$ cat config.mk
export PLATFORM = sky130hd
export DESIGN_NAME = sd_crc16_multi
export DESIGN_NICKNAME = d
export VERILOG_FILES = /design/src/rtl/sd_crc_pkg.sv /design/src/rtl/sd_crc16_lane.sv /design/src/rtl/sd_crc16_multi.sv
export SDC_FILE = /design/constraint.sdc
export NUM_CORES = 1
export LEC_CHECK = 0
export BUFFER_PORTS_ARGS = -buffer_cell sky130_fd_sc_hd__buf_4
export CAP_MARGIN = 0
export CORE_UTILIZATION = 32
export CTS_CLUSTER_DIAMETER = 200
export DETAILED_ROUTE_END_ITERATION = 10
export PLACE_DENSITY = 0.64
export SYNTH_ARGS = -nofsm -noshare
export SYNTH_HDL_FRONTEND = slang
export SYNTH_HIERARCHICAL = 1
export SYNTH_SLANG_ARGS = --single-unit
$ cat constraint.sdc
create_clock -name clk_i -period 4.89 [get_ports clk_i]
set_clock_uncertainty 0.2 [all_clocks]
set_input_delay 0.2445 -clock clk_i [delete_from_list [all_inputs] [get_ports clk_i]]
set_output_delay 0.2445 -clock clk_i [all_outputs]
set_load 0.1 [all_outputs]
$ cat src/rtl/sd_crc_pkg.sv
// Shared constants and state encoding for the multi-lane SD CRC-16 engine.
package sd_crc_pkg;

  localparam int unsigned CRC_W = 16;
  localparam int unsigned CNT_W = 4;

  localparam logic [CRC_W-1:0] CRC_POLY_DEF = 16'h1021;
  localparam logic [CRC_W-1:0] CRC_INIT_DEF = 16'h0000;
  localparam logic [CNT_W-1:0] CNT_LAST     = CNT_W'(CRC_W - 1);

  typedef enum logic [1:0] {
    ST_IDLE  = 2'd0,
    ST_CALC  = 2'd1,
    ST_SEND  = 2'd2,
    ST_CHECK = 2'd3
  } state_e;

endpackage

$ cat src/rtl/sd_crc16_lane.sv
// One CRC-16 LFSR for a single DAT line: feedback update, shift-only drain,
// synchronous clear and a zero-detect on the value about to be loaded.
module sd_crc16_lane
  import sd_crc_pkg::*;
#(
  parameter logic [CRC_W-1:0] POLY = CRC_POLY_DEF,
  parameter logic [CRC_W-1:0] INIT = CRC_INIT_DEF
) (
  input  logic             clk_i,
  input  logic             rst_i,
  input  logic             clear_i,
  input  logic             en_i,
  input  logic             shift_only_i,
  input  logic             dat_i,
  output logic [CRC_W-1:0] crc_o,
  output logic             next_zero_c_o
);

  logic [CRC_W-1:0] lfsr_q;
  logic [CRC_W-1:0] lfsr_d;
  logic             inv_c;

  // Next LFSR value: feedback in CALC/CHECK, plain zero-fill shift when draining.
  always_comb begin
    inv_c  = dat_i ^ lfsr_q[CRC_W-1];
    lfsr_d = {lfsr_q[CRC_W-2:0], 1'b0};
    if (!shift_only_i && inv_c) begin
      lfsr_d = lfsr_d ^ POLY;
    end
  end

  always_ff @(posedge clk_i) begin
    if (rst_i || clear_i) begin
      lfsr_q <= INIT;
    end else if (en_i) begin
      lfsr_q <= lfsr_d;
    end
  end

  assign crc_o         = lfsr_q;
  assign next_zero_c_o = (lfsr_d == '0);

endmodule

$ cat src/rtl/sd_crc16_multi.sv
// Multi-lane CRC-16 engine: control FSM, bit counter and output registers
// around one sd_crc16_lane per DAT line.
module sd_crc16_multi
  import sd_crc_pkg::*;
#(
  parameter int unsigned      LANES = 4,
  parameter logic [CRC_W-1:0] POLY  = CRC_POLY_DEF,
  parameter logic [CRC_W-1:0] INIT  = CRC_INIT_DEF
) (
  input  logic                   clk_i,
  input  logic                   rst_i,
  input  logic                   clear_i,
  input  logic                   bit_en_i,
  input  logic [LANES-1:0]       dat_i,
  input  logic                   send_req_i,
  input  logic                   check_req_i,
  output logic [LANES-1:0]       dat_o,
  output logic                   out_valid_o,
  output logic                   busy_o,
  output logic                   done_o,
  output logic [LANES-1:0]       crc_ok_o,
  output logic [CRC_W*LANES-1:0] crc_o
);

  state_e           state_q, state_d;
  logic [CNT_W-1:0] cnt_q, cnt_d;
  logic             done_q, done_d;
  logic             busy_q, busy_d;
  logic             out_valid_q, out_valid_d;
  logic [LANES-1:0] crc_ok_q, crc_ok_d;

  logic             lane_clr_c;
  logic             shift_only_c;
  logic [LANES-1:0] lane_zero_c;

  // Lane controls depend only on registered state, keeping the zero-detect
  // path free of any loop through the FSM logic below.
  assign lane_clr_c   = rst_i | clear_i;
  assign shift_only_c = (state_q == ST_SEND);

  for (genvar g = 0; g < int'(LANES); g++) begin : g_lane
    sd_crc16_lane #(
      .POLY (POLY),
      .INIT (INIT)
    ) u_lane (
      .clk_i         (clk_i),
      .rst_i         (rst_i),
      .clear_i       (lane_clr_c),
      .en_i          (bit_en_i),
      .shift_only_i  (shift_only_c),
      .dat_i         (dat_i[g]),
      .crc_o         (crc_o[g*CRC_W +: CRC_W]),
      .next_zero_c_o (lane_zero_c[g])
    );
    assign dat_o[g] = crc_o[g*CRC_W + CRC_W - 1];
  end

  always_comb begin
    state_d  = state_q;
    cnt_d    = cnt_q;
    done_d   = 1'b0;
    crc_ok_d = crc_ok_q;

    if (clear_i) begin
      state_d  = ST_IDLE;
      cnt_d    = '0;
      crc_ok_d = '0;
    end else begin
      unique case (state_q)
        ST_IDLE, ST_CALC: begin
          // SEND wins when both requests arrive together.
          if (send_req_i) begin
            state_d = ST_SEND;
            cnt_d   = '0;
          end else if (check_req_i) begin
            state_d = ST_CHECK;
            cnt_d   = '0;
          end else if (bit_en_i) begin
            state_d = ST_CALC;
          end
        end
        ST_SEND: begin
          if (bit_en_i) begin
            if (cnt_q == CNT_LAST) begin
              state_d = ST_IDLE;
              cnt_d   = '0;
              done_d  = 1'b1;
            end else begin
              cnt_d = cnt_q + CNT_W'(1);
            end
          end
        end
        ST_CHECK: begin
          if (bit_en_i) begin
            if (cnt_q == CNT_LAST) begin
              state_d  = ST_IDLE;
              cnt_d    = '0;
              done_d   = 1'b1;
              crc_ok_d = lane_zero_c;
            end else begin
              cnt_d = cnt_q + CNT_W'(1);
            end
          end
        end
        default: state_d = ST_IDLE;
      endcase
    end

    busy_d      = (state_d == ST_SEND) || (state_d == ST_CHECK);
    out_valid_d = (state_d == ST_SEND);
  end

  always_ff @(posedge clk_i) begin
    if (rst_i) begin
      state_q     <= ST_IDLE;
      cnt_q       <= '0;
      done_q      <= 1'b0;
      busy_q      <= 1'b0;
      out_valid_q <= 1'b0;
      crc_ok_q    <= '0;
    end else begin
      state_q     <= state_d;
      cnt_q       <= cnt_d;
      done_q      <= done_d;
      busy_q      <= busy_d;
      out_valid_q <= out_valid_d;
      crc_ok_q    <= crc_ok_d;
    end
  end

  assign out_valid_o = out_valid_q;
  assign busy_o      = busy_q;
  assign done_o      = done_q;
  assign crc_ok_o    = crc_ok_q;

endmodule

# ---- After elaboration in Yosys (flattened, before gate mapping)
# Cells that the tools add are included.
dict set report totals {
  ramBits 0
  latch_bits 0
  ff_bits 77
  romBits 0
  mem_count 0
}
dict set report op_classes {
  shift 0
  bitwise_logic 11
  n_reduce_logical 18
  n_addsub 1
  order_cmp 0
  div_mod_pow 0
  n_mux 17
  mul 0
  n_eq_ne 8
}
# cell n
set ops {}
lappend ops {{$logic_not 16->1} 4}
lappend ops {{$mux 13} 4}
lappend ops {{$mux 4} 4}
lappend ops {{$mux 2} 6}
lappend ops {{$not 3->3} 4}
lappend ops {{$eq 2x2->1 const B} 4}
lappend ops {{$pmux 4 s2} 1}
lappend ops {{$reduce_or 2->1} 3}
lappend ops {{$add 4x1->4 const B} 1}
lappend ops {{$eq 4x4->1 const B} 1}
lappend ops {{$logic_and 1x1->1} 4}
lappend ops {{$pmux 2 s2} 1}
lappend ops {{$reduce_or 4->1} 1}
lappend ops {{$xor 1x1->1} 4}
lappend ops {{$ne 3x3->1 const B} 1}
lappend ops {{$reduce_and 3->1} 1}
lappend ops {{$eq 2x1->1 const B} 1}
lappend ops {{$logic_not 2->1} 1}
lappend ops {{$logic_or 1x1->1} 2}
lappend ops {{$ne 2x1->1 const B} 1}
lappend ops {{$not 1->1} 2}
lappend ops {{$reduce_and 2->1} 1}
lappend ops {{$logic_not 1->1} 1}
lappend ops {{$mux 1} 1}
lappend ops {{$or 1x1->1} 1}

# ---- Longest topological paths before layout
dict set report depth {
  depth_word 7
  depth_mapped 7
  depth_no_buf 6
}

# ---- By module
# Netlist, hierarchy kept.
# module area_per_inst_um2 n_inst cells_per_inst
set by_module_without_submodules {}
lappend by_module_without_submodules {sd_crc16_lane 750.7 4 78}
lappend by_module_without_submodules {sd_crc16_multi 600.6 1 68}

# ---- Worst setup path after synthesis
# No wires, ideal clock.
dict set report synth_path {
  path_type {register -> register}
  from {register g_lane[0].u_lane.lfsr_q[15]}
  to {register g_lane[0].u_lane.lfsr_q[12]}
  setup_time_ns 0.088
  path_stages_with_launch 4
  path_buffers 0
  t_arrival_ns 1.821
  required_time_ns 4.602
  synth_period_minus_slack_ns 2.110
  slack_ns 2.780
  cell_sequence {dfxtp_1 -> xnor2_1 -> or3_1 -> a311oi_2}
}
dict set report synth_via {
  elab_chain_cells 3
}
# item line
set synth_lines {}
lappend synth_lines {{from (decl)} sd_crc16_lane.sv:19} ;# logic [CRC_W-1:0] lfsr_q;
lappend synth_lines {{from (signal assigned)} sd_crc16_lane.sv:36} ;# lfsr_q <= lfsr_d;
lappend synth_lines {{$xor 1x1->1} sd_crc16_lane.sv:25} ;# inv_c = dat_i ^ lfsr_q[CRC_W-1];
lappend synth_lines {{$logic_and 1x1->1} sd_crc16_lane.sv:27} ;# if (!shift_only_i && inv_c) begin
lappend synth_lines {{$mux 13} sd_crc16_lane.sv:27}
# No other way between the ends.
# A chain may end at the register's enable or synchronous reset.

# ---- Worst setup path after layout
dict set report layout_path {
  from {register state_q[1]}
  to {register crc_ok_q[3] (netlist: crc_ok_o[3])}
}
dict set report layout_via {
  elab_chain_cells 5
  word_cells_on_any_way 7
}
# item line
set layout_lines {}
lappend layout_lines {{from (decl)} sd_crc16_multi.sv:25} ;# state_e state_q, state_d;
lappend layout_lines {{from (signal assigned)} sd_crc16_multi.sv:122} ;# state_q <= state_d;
lappend layout_lines {{$eq 2x2->1} sd_crc16_multi.sv:39} ;# assign shift_only_c = (state_q == ST_SEND);
lappend layout_lines {{net shift_only_c} sd_crc16_multi.sv:33} ;# logic shift_only_c;
lappend layout_lines {{$logic_not 1->1} sd_crc16_lane.sv:27}
lappend layout_lines {{$logic_and 1x1->1} sd_crc16_lane.sv:27}
lappend layout_lines {{$mux 13} sd_crc16_lane.sv:27}
lappend layout_lines {{$logic_not 16->1} sd_crc16_lane.sv:41} ;# assign next_zero_c_o = (lfsr_d == '0);
lappend layout_lines {{net lane_zero_c[3]} sd_crc16_multi.sv:34} ;# logic [LANES-1:0] lane_zero_c;
lappend layout_lines {{to (signal assigned)} sd_crc16_multi.sv:127} ;# crc_ok_q <= crc_ok_d;
lappend layout_lines {{to (decl)} sd_crc16_multi.sv:30} ;# logic [LANES-1:0] crc_ok_q, crc_ok_d;
# The timed path passes the listed nets, and every way through them passes these cells.

==> flow_summary.ini <==
[status]
status = completed

[timing]
fmax_mhz = 432
finalSetupViolations = 0
worst_pin_slew_ns = 1.17
layout_min_cycle_time_ns = 2.31
slew_headroom = 0.223
finalMaxSlewViolations = 0
hold_ws_ns = 0.00709
rsz0062_at_grt = false
fin_crit_sh = 0.473
hold_violations = 0
setup_tns_ns = 0

[worst_setup_path]
r2r_start = state_q[1]$_SDFF_PP0_
worstPathRequired_ns = 4.98
r2r_slack_ns = 2.58
reg2reg_to = crc_ok_o[3]$_SDFFE_PP0P_
worstPathMaxFanout = 13
rr_worst_depth = 7
critical_path.startpoint_type = flop
critical_path_arrival_ns = 2.40
path_class = reg -> reg
end_kind = flop

[pwr]
clock_power_share = 0.359
p_switching_uw = 308
combPwrFrac = 0.091
p_per_area_mw_per_mm2 = 284
p_int_uw = 847
p_leak_uw = 0.00168
pwr-share-seq = 0.551
peakVddDrop_mv = 0.120
switching_share = 0.267

[synth]
ys_seq_area_frac = 0.428
synth_edf_count = 0
ys_warn_count = 6
synth-seq-cells = 77
ys_async_sr_fraction = 0
yosys.area_share.adder = 0.00347
yosysMostFrequentCell = dfxtp_1
synth_simple_gate_area_frac = 0.165
yosysTopAreaCell = dfxtp_1
synth.mux.area_fraction = 0.144
synth_ff_type = dfxtp_1
yosysUniqueCellTypes = 36
yosys-top-cells-area = dfxtp_1 (43%), mux2i_1 (14%), buf_4 (13%)
avgSynthCellArea_um2 = 9.48
synth.top_cell.area_share = 0.428
syn_inst = 380
synth_top_family_by_area = simple AND/OR/NAND/NOR gates
synth-xor-area-share = 0.00972
syn-cell-area_mm2 = 0.00360
synth_compound_area_frac = 0.0983
synth_common_cells = dfxtp_1 (77), nor2_1 (63), buf_4 (60), mux2i_1 (52), nor4_1 (16)
syn-num-nets = 391

[detailed_routing]
detail_route.vias_per_cell = 4.81
antenna_left = 0
firstDrtPassIters = 6
dr.first_iter.drc_count = 154
drt-total-wl_mm = 7.68
num_vias = 2636
route.detailed.wl_per_inst_um = 14.0
drc = 0

[global_routing]
grt.total_usage = 0.137
antenna_found_initial = 0
grt_pass1_vias = 2457
grt_max_degree = 82
overflow = 0
grt_pass1_wl_mm = 12.6

[clock_network]
cts.sinks = 77
cts_buffers = 9
cts_hold_buffers = 1
htreeDepth = 3
tritoncts = built
cts_root_buf = clkbuf_8
cts.reportedPaths.clkPinSlew_ns = 0.08
clock_latency_ns = 0.35
post_cts_buffers = 0
cts_max_path_buffers = 2
cts.repair.resized = 0

[place]
gp_congestion = 0.756
dp_hpwl_mm = 5.45
portBuffers = 84
dp_cells = 531
place_area_mm2 = 0.00390

[floorplan]
initial_core_util = 0.331
rows = 38
die-area_mm2 = 0.0117
dieWidth_um = 108
core_mm2 = 0.0109
die_height_um = 108
ioPinCount = 85

[final_layout]
syn_to_final_growth_pct = 13.0
final_net_count = 414
antenna_cells = 0
final_cells = 548
final_area_mm2 = 0.00407
post-route-util = 0.374
drive_gt1_frac = 0.275

[worst_hold_path]
whs_path_depth = 3
whs_endpoint = state_q[0]$_SDFF_PP0_
worstHoldPathType = in -> reg
holdCritStartpoint = clear_i

[run]
drv_cap = 0
==> metal layers <==
layer,global-route usage,vias up,routed length [um],share of wire
met5,0,-,0,0
met4,0.0616,0,142,0.018
met3,0.0277,11,363,0.047
met2,0.219,59,3640,0.47
met1,0.178,1252,3530,0.46
li1,-,1314,-,-
==> cell families after synthesis <==
kind of cell | Yosys count
AND/OR/NAND/NOR | 120
buffers and inverters | 82
flip-flops | 77
multiplexers | 52
AO/OA/AOI/OAI | 44
XOR/XNOR | 4
adder cells (fa/ha/maj) | 1
==> state kept, by name (all words and copies together), names as in the netlist <==
| register | cells |
|---|---|
| cnt_q | 4 |
| out_valid_o | 1 |
| crc_ok_o | 4 |
| g_lane.u_lane/crc_o | 64 |
| busy_o | 1 |
| done_o | 1 |
| state_q | 2 |
==> how the worst max path moves through the flow <==
stage	slack, ns	depth (start not counted)	endpoint	startpoint
after floorplan	2.78	3	g_lane[0].u_lane/crc_o[12]$_SDFFE_PP0P_	g_lane[0].u_lane/crc_o[15]$_SDFFE_PP0P_
after global placement	2.68	7	crc_ok_o[3]$_SDFFE_PP0P_	state_q[1]$_SDFF_PP0_
after detailed placement	2.55	7	crc_ok_o[3]$_SDFFE_PP0P_	state_q[1]$_SDFF_PP0_
after CTS	2.53	7	crc_ok_o[3]$_SDFFE_PP0P_	state_q[1]$_SDFF_PP0_
after global routing	2.27	7	crc_ok_o[3]$_SDFFE_PP0P_	state_q[1]$_SDFF_PP0_
final	2.58	7	crc_ok_o[3]$_SDFFE_PP0P_	state_q[1]$_SDFF_PP0_
==> worst max-delay path: stages, from the launching register on <==
cell and delay (ns):
dfxtp_1 0.45, inv_1 0.09, nor2_1 0.61, buf_4 0.30
o2111ai_1 0.14, nor4_1 0.22, nand4_1 0.11, a21oi_1 0.13
==> cell usage in the layout, fill, tap and decap left out, drive strengths merged, types with 4 or more instances in the layout <==
| cell | count |
|---|---|
| nand2b | 4 |
| inv | 8 |
| nor3 | 5 |
| clkinv | 4 |
| xnor2 | 4 |
| o31ai | 9 |
| o2111ai | 4 |
| a21oi | 8 |
| or3 | 9 |
| nor2b | 6 |
| clkbuf | 11 |
| buf | 85 |
| mux2i | 52 |
| o21ai | 10 |
| a311oi | 9 |
| nor2 | 63 |
| or2 | 4 |
| dfxtp | 77 |
| nand2 | 4 |
| nand4 | 4 |
| nor4 | 16 |
==> layout make-up <==
cell class                 instances  area (um^2)
fill                            1092         6820
sequential                        77         1540
multi-input combinational        221         1520
timing repair buffer              86          648
tap                              140          175
clock buffer                      11          131
inverter                           8         30.0
clock inverter                     5         27.5
==> power by group through the flow <==
stage | Combinational [uW] | Sequential [uW] | Clock, uW
global placement | 103 | 651 | 0
global route | 112 | 637 | 451
floorplan | 79.4 | 656 | 0
detailed placement | 105 | 651 | 0
CTS | 106 | 636 | 420
finish | 105 | 636 | 414
==> stage by stage <==
stage               worst slack, ns  total power (uW)
finish                         2.58              1160
global route                   2.27              1200
CTS                            2.53              1160
detailed placement             2.55               756
global placement               2.68               754
floorplan                      2.78               736
Note: power is estimated with default switching activity, not from simulation.
